## config.mk

```make
export PLATFORM = sky130hd
export DESIGN_NAME = fwd_hazard_ctrl
export DESIGN_NICKNAME = d
export VERILOG_FILES = /design/src/rtl/fwd_hazard_ctrl.sv
export SDC_FILE = /design/constraint.sdc
export NUM_CORES = 1
export LEC_CHECK = 0
export CORE_UTILIZATION = 40
export CTS_BUF_LIST = sky130_fd_sc_hd__clkbuf_4 sky130_fd_sc_hd__clkbuf_8
export CTS_CLUSTER_DIAMETER = 120
export DETAILED_ROUTE_END_ITERATION = 8
export HOLD_SLACK_MARGIN = 0.02
export PLACE_DENSITY = 0.78
export SKIP_LAST_GASP = 1
export SLEW_MARGIN = 30
export SYNTH_ARGS = -nofsm -noshare
export SYNTH_HDL_FRONTEND = slang
export SYNTH_SLANG_ARGS = --single-unit
```

## constraint.sdc

```tcl
create_clock -name clk -period 3.3 [get_ports clk]
set_input_delay 0.66 -clock clk [delete_from_list [all_inputs] [get_ports clk]]
set_output_delay 0.66 -clock clk [all_outputs]
set_load 0.005 [all_outputs]
```

## src/rtl/fwd_hazard_ctrl.sv

```systemverilog
// rtl/fwd_hazard_ctrl.sv - registered operand forwarding, load-use stall, branch flush and freeze control
module fwd_hazard_ctrl #(
    parameter int RAW      = 5,
    parameter int LOAD_LAT = 1,
    parameter int CNT_W    = 16
) (
    input  logic             clk,
    input  logic             rst,
    input  logic [RAW-1:0]   id_rR1,
    input  logic [RAW-1:0]   id_rR2,
    input  logic             id_r1_used,
    input  logic             id_r2_used,
    input  logic             id_st_used,
    input  logic [RAW-1:0]   ex_wR,
    input  logic [RAW-1:0]   mem_wR,
    input  logic             ex_rf_we,
    input  logic             mem_rf_we,
    input  logic             ex_is_load,
    input  logic             mem_is_load,
    input  logic             br_taken,
    input  logic             mem_busy,
    output logic [1:0]       ex_fwd_a_sel,
    output logic [1:0]       ex_fwd_b_sel,
    output logic [1:0]       ex_fwd_st_sel,
    output logic             pc_stall,
    output logic             if_id_stall,
    output logic             if_id_flush,
    output logic             id_ex_flush,
    output logic [CNT_W-1:0] stall_cycles,
    output logic [CNT_W-1:0] flush_cycles
);

    localparam logic [1:0]       SEL_RF  = 2'b00;
    localparam logic [1:0]       SEL_EX  = 2'b01;
    localparam logic [1:0]       SEL_MEM = 2'b10;
    localparam logic [CNT_W-1:0] CNT_MAX = '1;

    logic ex_hit1, ex_hit2, mem_hit1, mem_hit2;
    logic ex_m1, ex_m2, mem_m1, mem_m2;
    logic load_use;
    logic [1:0] nxt_a, nxt_b, nxt_st;

    logic [1:0]       sel_a_q, sel_a_d;
    logic [1:0]       sel_b_q, sel_b_d;
    logic [1:0]       sel_st_q, sel_st_d;
    logic [CNT_W-1:0] stall_cnt_q, stall_cnt_d;
    logic [CNT_W-1:0] flush_cnt_q, flush_cnt_d;

    // Producer hits ignore the consumer's use flags; x0 is never a producer.
    always_comb begin
        ex_hit1  = ex_rf_we  && (ex_wR  != '0) && (ex_wR  == id_rR1);
        ex_hit2  = ex_rf_we  && (ex_wR  != '0) && (ex_wR  == id_rR2);
        mem_hit1 = mem_rf_we && (mem_wR != '0) && (mem_wR == id_rR1);
        mem_hit2 = mem_rf_we && (mem_wR != '0) && (mem_wR == id_rR2);

        ex_m1  = id_r1_used && ex_hit1;
        ex_m2  = (id_r2_used || id_st_used) && ex_hit2;
        mem_m1 = id_r1_used && mem_hit1;
        mem_m2 = (id_r2_used || id_st_used) && mem_hit2;

        load_use = (ex_is_load && (ex_m1 || ex_m2))
                || ((LOAD_LAT == 2) && mem_is_load && (mem_m1 || mem_m2));

        nxt_a  = ex_m1 ? SEL_EX : (mem_m1 ? SEL_MEM : SEL_RF);
        nxt_b  = (id_r2_used && ex_hit2)  ? SEL_EX
               : (id_r2_used && mem_hit2) ? SEL_MEM : SEL_RF;
        nxt_st = (id_st_used && ex_hit2)  ? SEL_EX
               : (id_st_used && mem_hit2) ? SEL_MEM : SEL_RF;
    end

    always_comb begin
        pc_stall    = 1'b0;
        if_id_stall = 1'b0;
        if_id_flush = 1'b0;
        id_ex_flush = 1'b0;
        if (mem_busy) begin
            pc_stall    = 1'b1;
            if_id_stall = 1'b1;
        end else if (br_taken) begin
            // The ID instruction is killed, so any load-use on it is moot.
            if_id_flush = 1'b1;
            id_ex_flush = 1'b1;
        end else if (load_use) begin
            pc_stall    = 1'b1;
            if_id_stall = 1'b1;
            id_ex_flush = 1'b1;
        end
    end

    always_comb begin
        sel_a_d  = nxt_a;
        sel_b_d  = nxt_b;
        sel_st_d = nxt_st;
        if (mem_busy) begin
            sel_a_d  = sel_a_q;
            sel_b_d  = sel_b_q;
            sel_st_d = sel_st_q;
        end else if (id_ex_flush) begin
            sel_a_d  = SEL_RF;
            sel_b_d  = SEL_RF;
            sel_st_d = SEL_RF;
        end

        stall_cnt_d = stall_cnt_q;
        flush_cnt_d = flush_cnt_q;
        if (pc_stall && (stall_cnt_q != CNT_MAX))
            stall_cnt_d = stall_cnt_q + CNT_W'(1);
        if (if_id_flush && (flush_cnt_q != CNT_MAX))
            flush_cnt_d = flush_cnt_q + CNT_W'(1);
    end

    always_ff @(posedge clk or posedge rst) begin
        if (rst) begin
            sel_a_q     <= SEL_RF;
            sel_b_q     <= SEL_RF;
            sel_st_q    <= SEL_RF;
            stall_cnt_q <= '0;
            flush_cnt_q <= '0;
        end else begin
            sel_a_q     <= sel_a_d;
            sel_b_q     <= sel_b_d;
            sel_st_q    <= sel_st_d;
            stall_cnt_q <= stall_cnt_d;
            flush_cnt_q <= flush_cnt_d;
        end
    end

    assign ex_fwd_a_sel  = sel_a_q;
    assign ex_fwd_b_sel  = sel_b_q;
    assign ex_fwd_st_sel = sel_st_q;
    assign stall_cycles  = stall_cnt_q;
    assign flush_cycles  = flush_cnt_q;

endmodule

```

* Yosys cells after proc, flatten, opt, wreduce, memory -nomap -nowiden *
Index checks and enable logic that the tools add are counted.

cells by class
  add/subtract/negate cells = 2
  eq/ne operators = 6
  muxes and demuxes = 16
  reductions and logical operators = 20

operator list
  operator                 number
  $add A16 B1 Y16 const B  2
  $ne A16 B16 Y1 const B   2
  $eq A5 B5 Y1             4
  $mux W2                  9
  $logic_and A1 B1 Y1      16
  $reduce_bool A5 Y1       2
  $mux W1                  7
  $logic_or A1 B1 Y1       2

word-level totals
  bits in registers = 38
  input bits = 31

* Depth between registers and ports, before layout *
Gate-level depths: netlist (run 1).

  word-level depth = 10
  mapped depth = 7

* Worst setup path before layout (run 1) *
No wires, ideal clock.

  path type = input-to-output
  start = in ex_wR[1]
  end = out pc_stall
  arrival time = 1.896 ns
  data required time = 2.640 ns
  slack = 0.744 ns
  cell stages on the path = 6
  buffers on the path = 1
  cell sequence = or4_4 > o21ai_4 > nor3_4 > o21ai_2 > nand2_1 > buf_4

on the way
  cells in the longest elaborated chain, start to end = 9

ends and longest elaborated chain
  item                                    RTL line  RTL
  from (decl)                             14        input logic [RAW-1:0] ex_wR,
  $reduce_bool A5 Y1                      51, 52
  $logic_and A1 B1 Y1                     51, 52
  $logic_and A1 B1 Y1 (on tied branches)  51, 52
  $logic_and A1 B1 Y1 (on tied branches)  56, 57
  $logic_or A1 B1 Y1 *                    61        load_use = (ex_is_load && (ex_m1 || ex_m2))
  $logic_and A1 B1 Y1 *                   61
  $mux W1 * (3 in a row)                  --
  to (decl)                               25        output logic pc_stall,

Mark *: on every way between the ends. The rest lies on a longest branch, timed or not.

* Worst setup path after layout (run 1) *
  start = in ex_wR[2]
  end = out if_id_stall

on the way
  cells in the longest elaborated chain, start to end = 9

ends and longest elaborated chain
  item                                    RTL line  RTL
  $reduce_bool A5 Y1                      51, 52
  $logic_and A1 B1 Y1                     51, 52
  $logic_and A1 B1 Y1 (on tied branches)  51, 52
  $logic_and A1 B1 Y1 (on tied branches)  56, 57
  $logic_or A1 B1 Y1 *                    61
  $logic_and A1 B1 Y1 *                   61
  $mux W1 *                               83        end else if (load_use) begin
  $mux W1 *                               79        end else if (br_taken) begin
  $mux W1 *                               76        if (mem_busy) begin
  to (decl)                               26        output logic if_id_stall,

Marked as above.

==> flow_summary.toml, run 1 <==
[run_status]
run_status = "completed"

[clock_network]
clkSlewWorstSetupHoldPaths_ns = 0.08
cts_htree_levels = 2
cts_sinks = 38
clkLatencyLatePin_ns = 0.29
cts.path.max_buffers = 2
tritoncts_clock_tree = "done"
cts-root-buf = "clkbuf_8"
cts_buffers = 5

[detailed_routing]
routed_wirelength_mm = 5.071
post_drt_wl_per_cell_um = 13.67
detail_route.drc_violations = 0
dr_total_vias = 1847
drt-initial-drc-count = 63
vias_per_cell = 4.978
final_antenna_net_count = 0
first_pass_iters = 4

[worst_setup_path]
worst_ep_arrival_time_ns = 2.50
critical_path.endpoint_type = "output port"
timing.critical_path.slowest_cell_delay_ns = 0.53
worstPathCellList = "clkdlybuf4s50_1, or4_4, o21ai_4, nor4_4, o21ai_2, nand2_1, dlygate4sd2_1"
critical_path.top_delay_family = "simple AND/OR/NAND/NOR gates"
cp.required_ns = 2.64
path_class = "input port to output port"
worst_path_fanout_max = 3
worst_path_max_delay_cell = "or4_4"
crit_buf_inv = 2
setup.worst_path.start_class = "input port"

[place]
port-buffer-count = 71
placedCellCount = 362
routabilityCongestion = 0.9020
detailedPlacementHpwl_mm = 3.999

[pwr]
cellPowerDensity_nw_per_um2 = 482.5
combinationalPowerShare_pct = 27.2
p_leak_nw = 1.355
power.share.clock_pct = 30.9
vdd.ir_drop.worst_mv = 0.4579
power.switching_mw = 0.4337
share_seq_of_total_power_pct = 41.9
p_sw_share_pct = 28.20
power_report.internal_total_mw = 1.105

[timing]
max_freq_mhz = 316.6
worstMarginPinSlew_ns = 0.5633
rsz0062_at_grt = "false"
finalCriticalPeriod_ns = 3.159
setup-violations-final = 0
slew-limit-headroom_pct = 62.10
worst_clock_skew_ns = 0.006730
hold_viol_final = 0
period_utilization_post_route_pct = 95.71
final.setup.tns_ns = 0
timing.final.max_slew_violations = 0

[die]
die_h_um = 75.84
num_rows = 26
die_area_um2 = 5752
coreArea_um2 = 5172
die_width_um = 75.84
start_util_pct = 42.16
io-pin-count = 73

[logic_synthesis]
netlist_area_um2 = 2181
ys_seq_area_share_pct = 43.60
synth_top_flop_cell = "dfrtp_1"
syn-num-nets = 245
netlist-cell-type-count = 39
synthesis.area_per_instance_um2 = 10.29
syn_warnings = 0
post_synth_main_area_contributors = "dfrtp_1 44%, xor2_1 11%, xnor2_1 8.4%"
yosys.area.top_type = "dfrtp_1"
synth-edff-count = 0
synthArstFlopShare_pct = 100.0
synth_seq_cells = 38
yosys-top-cells-count = "38 x dfrtp_1, 27 x xor2_1, 24 x nand2_1, 21 x xnor2_1, 17 x nand3_1"
netlist.area_leader.share_pct = 43.60
syn-instance-count = 212
most_frequent_cell_after_synthesis = "dfrtp_1"

[global_route]
global_route_wire_length_before_repair_mm = 8.273
grt_overflow_total = 0
antenna_found_initial = 0
grt_usage_pct = 19.37
grt_max_degree = 39
vias_in_the_first_global_route = 1795

[final_layout]
footprint_of_the_multi_input_gates_um2 = 1196
register_area_um2 = 950.9
final_net_count = 333
drive_gt1_share_pct = 12.96
layout.filler_cells = 432
area_added_between_synthesis_and_finish_pct = 46.18
antennaDiodeCount = 0
post_layout_cell_count = 371

[worst_hold_path]
hp-class = "flip-flop to flip-flop"

[job]
maxCapViolations = 0
==> stage by stage <==
stage | instance area (um2) | setup WS, ns | power, mW | util [%] | hold slack (ns)
final | 3188 | 0.1415 | 1.538 | 61.64 | 0.4932
after global routing | 3188 | 0.08066 | 1.625 | 61.64 | 0.5250
after CTS | 3188 | 0.1419 | 1.559 | 61.64 | 0.5038
after detailed placement | 3050 | -0.1135 | 1.079 | 58.97 | 0.4819
after global placement | 3050 | -0.09352 | 1.063 | 58.97 | 0.4696
after floorplan | 2181 | 0.7442 | 0.8213 | - | 0.4733
==> cells in the final DEF, fill, tap and decap left out, drive strengths merged, types with 4 or more instances in the layout <==
master          n
clkdlybuf4s50  65
dfrtp          38
xor2           27
nand2          26
xnor2          21
nand3          17
buf            12
nor2           11
a21oi           9
o21ai           8
nor3            8
nand4           6
inv             6
dlygate4sd2     6
clkbuf          5
a211oi          4
mux2            4
==> layer usage <==
metal / global-route usage [%] / vias up / wire, um
met3: 3.836 / 7 / 212
li1: - / 916 / -
met1: 24.83 / 885 / 2278
met4: 6.379 / 0 / 64
met5: 0 / - / 0
met2: 32.74 / 39 / 2516
==> state kept, by name, summed over array words and instances (netlist names) <==
signal and flops:
flush_cycles 16, stall_cycles 16, ex_fwd_a_sel 2, ex_fwd_b_sel 2
ex_fwd_st_sel 2
==> final timing paths <==
| path | slack (ns) | from | cells past startpoint | to |
|---|---|---|---|---|
| hold / removal | 0.49 | ex_fwd_a_sel[0] | 2 | ex_fwd_a_sel[0] |
| hold reg to reg | 0.49 | ex_fwd_a_sel[0] | 2 | ex_fwd_a_sel[0] |
| setup reg to reg | 1.02 | stall_cycles[0] | 7 | stall_cycles[1] |
| min in group asynchronous | 0.77 | rst | 3 | flush_cycles[1] |
| max in group asynchronous | 2.20 | rst | 3 | stall_cycles[15] |
| setup / recovery | 0.14 | ex_wR[2] | 7 | if_id_stall |
==> repair_timing <==
item / in CTS / in global routing
endpoints found under the setup margin: 3 / 0
hold buffers: 0 / 0
setup buffers: 1 / 0
resized for setup: 6 / 0
==> worst reg2reg max path: stages (launching register included) <==
cell and delay, ns:
dfrtp_1 0.41, ha_1 0.22, nand2_2 0.11, nor3_4 0.24
or3b_2 0.51, nand2_1 0.29, nand2_4 0.09, mux2_4 0.30
==> kinds of logic (layout without fill, tap and decap cells) <==
kind of cell	after synthesis	after routing	synth area share [%]
and+or+nand+nor	81	81	20.37
xor gates and xnor gates	48	48	19.28
DFF	38	38	43.60
AOI/OAI and AO/OA	31	31	11.65
buffers and inverters	8	97	1.549
muxes	4	4	2.410
adders and majority gates	2	2	1.147
==> cell type report <==
cell class	count	share of cell area, %
inverter	6	0.7064
sequential	38	29.83
multi-input combinational	166	37.52
tap	70	2.747
timing repair buffer	83	24.88
clock inverter	3	2.159
clock buffer	5	2.159
==> power groups by stage <==
stage               Sequential, mW  Clock (mW)  Combinational (mW)
finish                       0.645       0.476               0.418
global route                 0.660       0.504               0.460
CTS                          0.647       0.486               0.426
detailed placement           0.654           0               0.425
global placement             0.650           0               0.412
floorplan                    0.643           0               0.179
(Power assumes the default switching activity.)
==> run 2, diff against run 1 <==
CORE_UTILIZATION = 45   (was 40)
PLACE_DENSITY = 0.86   (was 0.78)
==> run 2 against run 1 <==
  * Global-route usage up 2.2 points
  * Fmax down 0.84%
  * Sequential cell count unchanged
  * Via count up 2.3%
  * Register-to-register slack better by 0.04 ns
  * Critical path type unchanged
  * Largest cell class unchanged
  * Largest power group unchanged
==> flow_summary.toml, run 2 (synthesized netlist as in run 1, its figures left out) <==
[global_route]
antenna_found_initial = 0
vias_in_the_first_global_route = 1874
grt_usage_pct = 21.58
grt_max_degree = 24
global_route_wire_length_before_repair_mm = 8.707
grt_overflow_total = 0

[die]
die_width_um = 71.62
die_area_um2 = 5129
num_rows = 24
die_h_um = 71.62
io-pin-count = 73
start_util_pct = 48.42
coreArea_um2 = 4504

[worst_setup_path]
timing.critical_path.slowest_cell_delay_ns = 0.56
worst_path_fanout_max = 3
timing.reg2reg.worst_path_depth = 7
ff2ff_setup_slack_ns = 1.06
worst_path_max_delay_cell = "or4_4"
cp.required_ns = 2.64
worst_ep_arrival_time_ns = 2.53
setup.worst_path.start_class = "input port"
worstPathCellList = "dlygate4sd2_1, or4_4, o21ai_4, nor4_4, o21ai_2, nand2_1, clkdlybuf4s50_1"
critical_path.endpoint_type = "output port"
r2r_end = "stall_cycles[1]"
critical_path.reg2reg.startpoint = "stall_cycles[0]"
path_class = "input port to output port"
critical_path.top_delay_family = "simple AND/OR/NAND/NOR gates"
crit_buf_inv = 2

[detailed_routing]
vias_per_cell = 5.336
final_antenna_net_count = 0
routed_wirelength_mm = 5.016
detail_route.drc_violations = 0
first_pass_iters = 4
drt-initial-drc-count = 142
post_drt_wl_per_cell_um = 14.17
dr_total_vias = 1889

[job]
maxCapViolations = 0

[place]
placedCellCount = 345
routabilityCongestion = 0.8774
port-buffer-count = 71
detailedPlacementHpwl_mm = 4.078

[pwr]
cellPowerDensity_nw_per_um2 = 432.8
p_leak_nw = 1.361
vdd.ir_drop.worst_mv = 0.4072

[clock_network]
clkSlewWorstSetupHoldPaths_ns = 0.07
cts_sinks = 38
cts_htree_levels = 2
cts-root-buf = "clkbuf_8"
cts_buffers = 5
cts.path.max_buffers = 2
tritoncts_clock_tree = "done"
clkLatencyLatePin_ns = 0.28

[timing]
finalCriticalPeriod_ns = 3.185
max_freq_mhz = 313.9
setup-violations-final = 0
worst_clock_skew_ns = 0.004181
rsz0062_at_grt = "false"
hold_viol_final = 0
worstMarginPinSlew_ns = 0.8571
final.setup.tns_ns = 0
slew-limit-headroom_pct = 42.80
timing.final.max_slew_violations = 0
period_utilization_post_route_pct = 96.52

[worst_hold_path]
hold_path_depth = 1
hold_path_end = "flush_cycles[10]"
hp-class = "flip-flop to flip-flop"
holdCritStartpoint = "flush_cycles[10]"

[final_layout]
mostFrequentLayoutCell = "clkdlybuf4s50_1"
layout.filler_cells = 338
post_layout_cell_count = 354
drive_gt1_share_pct = 13.58
final_net_count = 335
layout_common_cells = "64 x clkdlybuf4s50_1, 38 x dfrtp_1, 27 x xor2_1, 24 x nand2_1, 21 x xnor2_1"
area_added_between_synthesis_and_finish_pct = 43.66
antennaDiodeCount = 0

[run_status]
run_status = "completed"
-- run 2: changes by cell type in the layout (fill, tap and decap cells not counted), moves of 2 or more --
cell,previous run,this run
bufinv_16,2,0
buf_4,12,14
clkinv_2,0,2
dlymetal6s2s_1,0,2
-- run 2: layout make-up --
| type | instances | area (um2) | share of cell area (%) |
|---|---|---|---|
| multi-input combinational | 166 | 1201 | 38.34 |
| clock buffer | 5 | 68.82 | 2.196 |
| clock inverter | 2 | 10.01 | 0.3195 |
| timing repair buffer | 85 | 814.5 | 26.00 |
| inverter | 6 | 22.52 | 0.7189 |
| sequential | 38 | 950.9 | 30.35 |
| tap | 52 | 65.06 | 2.077 |
-- run 2: repair_timing --
action | 4_1_cts | 5_1_grt
endpoints found under the setup margin | 3 | 2
buffers inserted | 1 | 1
gates resized for setup | 6 | 3
hold buffers | 0 | 0
pin swaps | 2 | 2
hold endpoints to repair | 0 | 0
-- run 2: power breakdown --
part,switching [mW],internal [mW]
clock network,0.151,0.142
logic,0.158,0.261
registers,0.102,0.542
-- run 2: worst max-delay path by stage --
stage / cells past startpoint / endpoint / slack, ns / start
6_report: 7 / pc_stall / 0.11 / ex_wR[1]
5_1_grt: 7 / pc_stall / 0.05 / ex_wR[1]
4_1_cts: 7 / id_ex_flush / 0.003 / ex_wR[0]
3_5_place_dp: 7 / id_ex_flush / -0.09 / ex_wR[1]
3_3_place_gp: 7 / id_ex_flush / -0.05 / ex_wR[1]
2_1_floorplan: 6 / pc_stall / 0.74 / ex_wR[1]
-- run 2: routing by layer --
metal | routed length, um | global-route usage (%) | share of wire (%) | vias up
met3 | 252 | 4.501 | 5.0 | 7
met4 | 42 | 5.447 | 0.84 | 0
met1 | 2200 | 27.64 | 44 | 903
li1 | - | - | - | 929
met5 | 0 | 0 | 0 | -
met2 | 2521 | 37.32 | 50 | 50
-- run 2: stage by stage --
stage | util (%) | instance area, um2 | hold slack (ns) | setup WS [ns] | total power, mW
after floorplan | - | 2181 | 0.4733 | 0.7442 | 0.8213
after global placement | 67.39 | 3035 | 0.4641 | -0.04663 | 1.062
final | 69.56 | 3133 | 0.4884 | 0.1147 | 1.356
after global routing | 69.56 | 3133 | 0.5118 | 0.05008 | 1.443
after CTS | 69.17 | 3115 | 0.4962 | 0.003057 | 1.372
after detailed placement | 67.39 | 3035 | 0.4816 | -0.09225 | 1.073
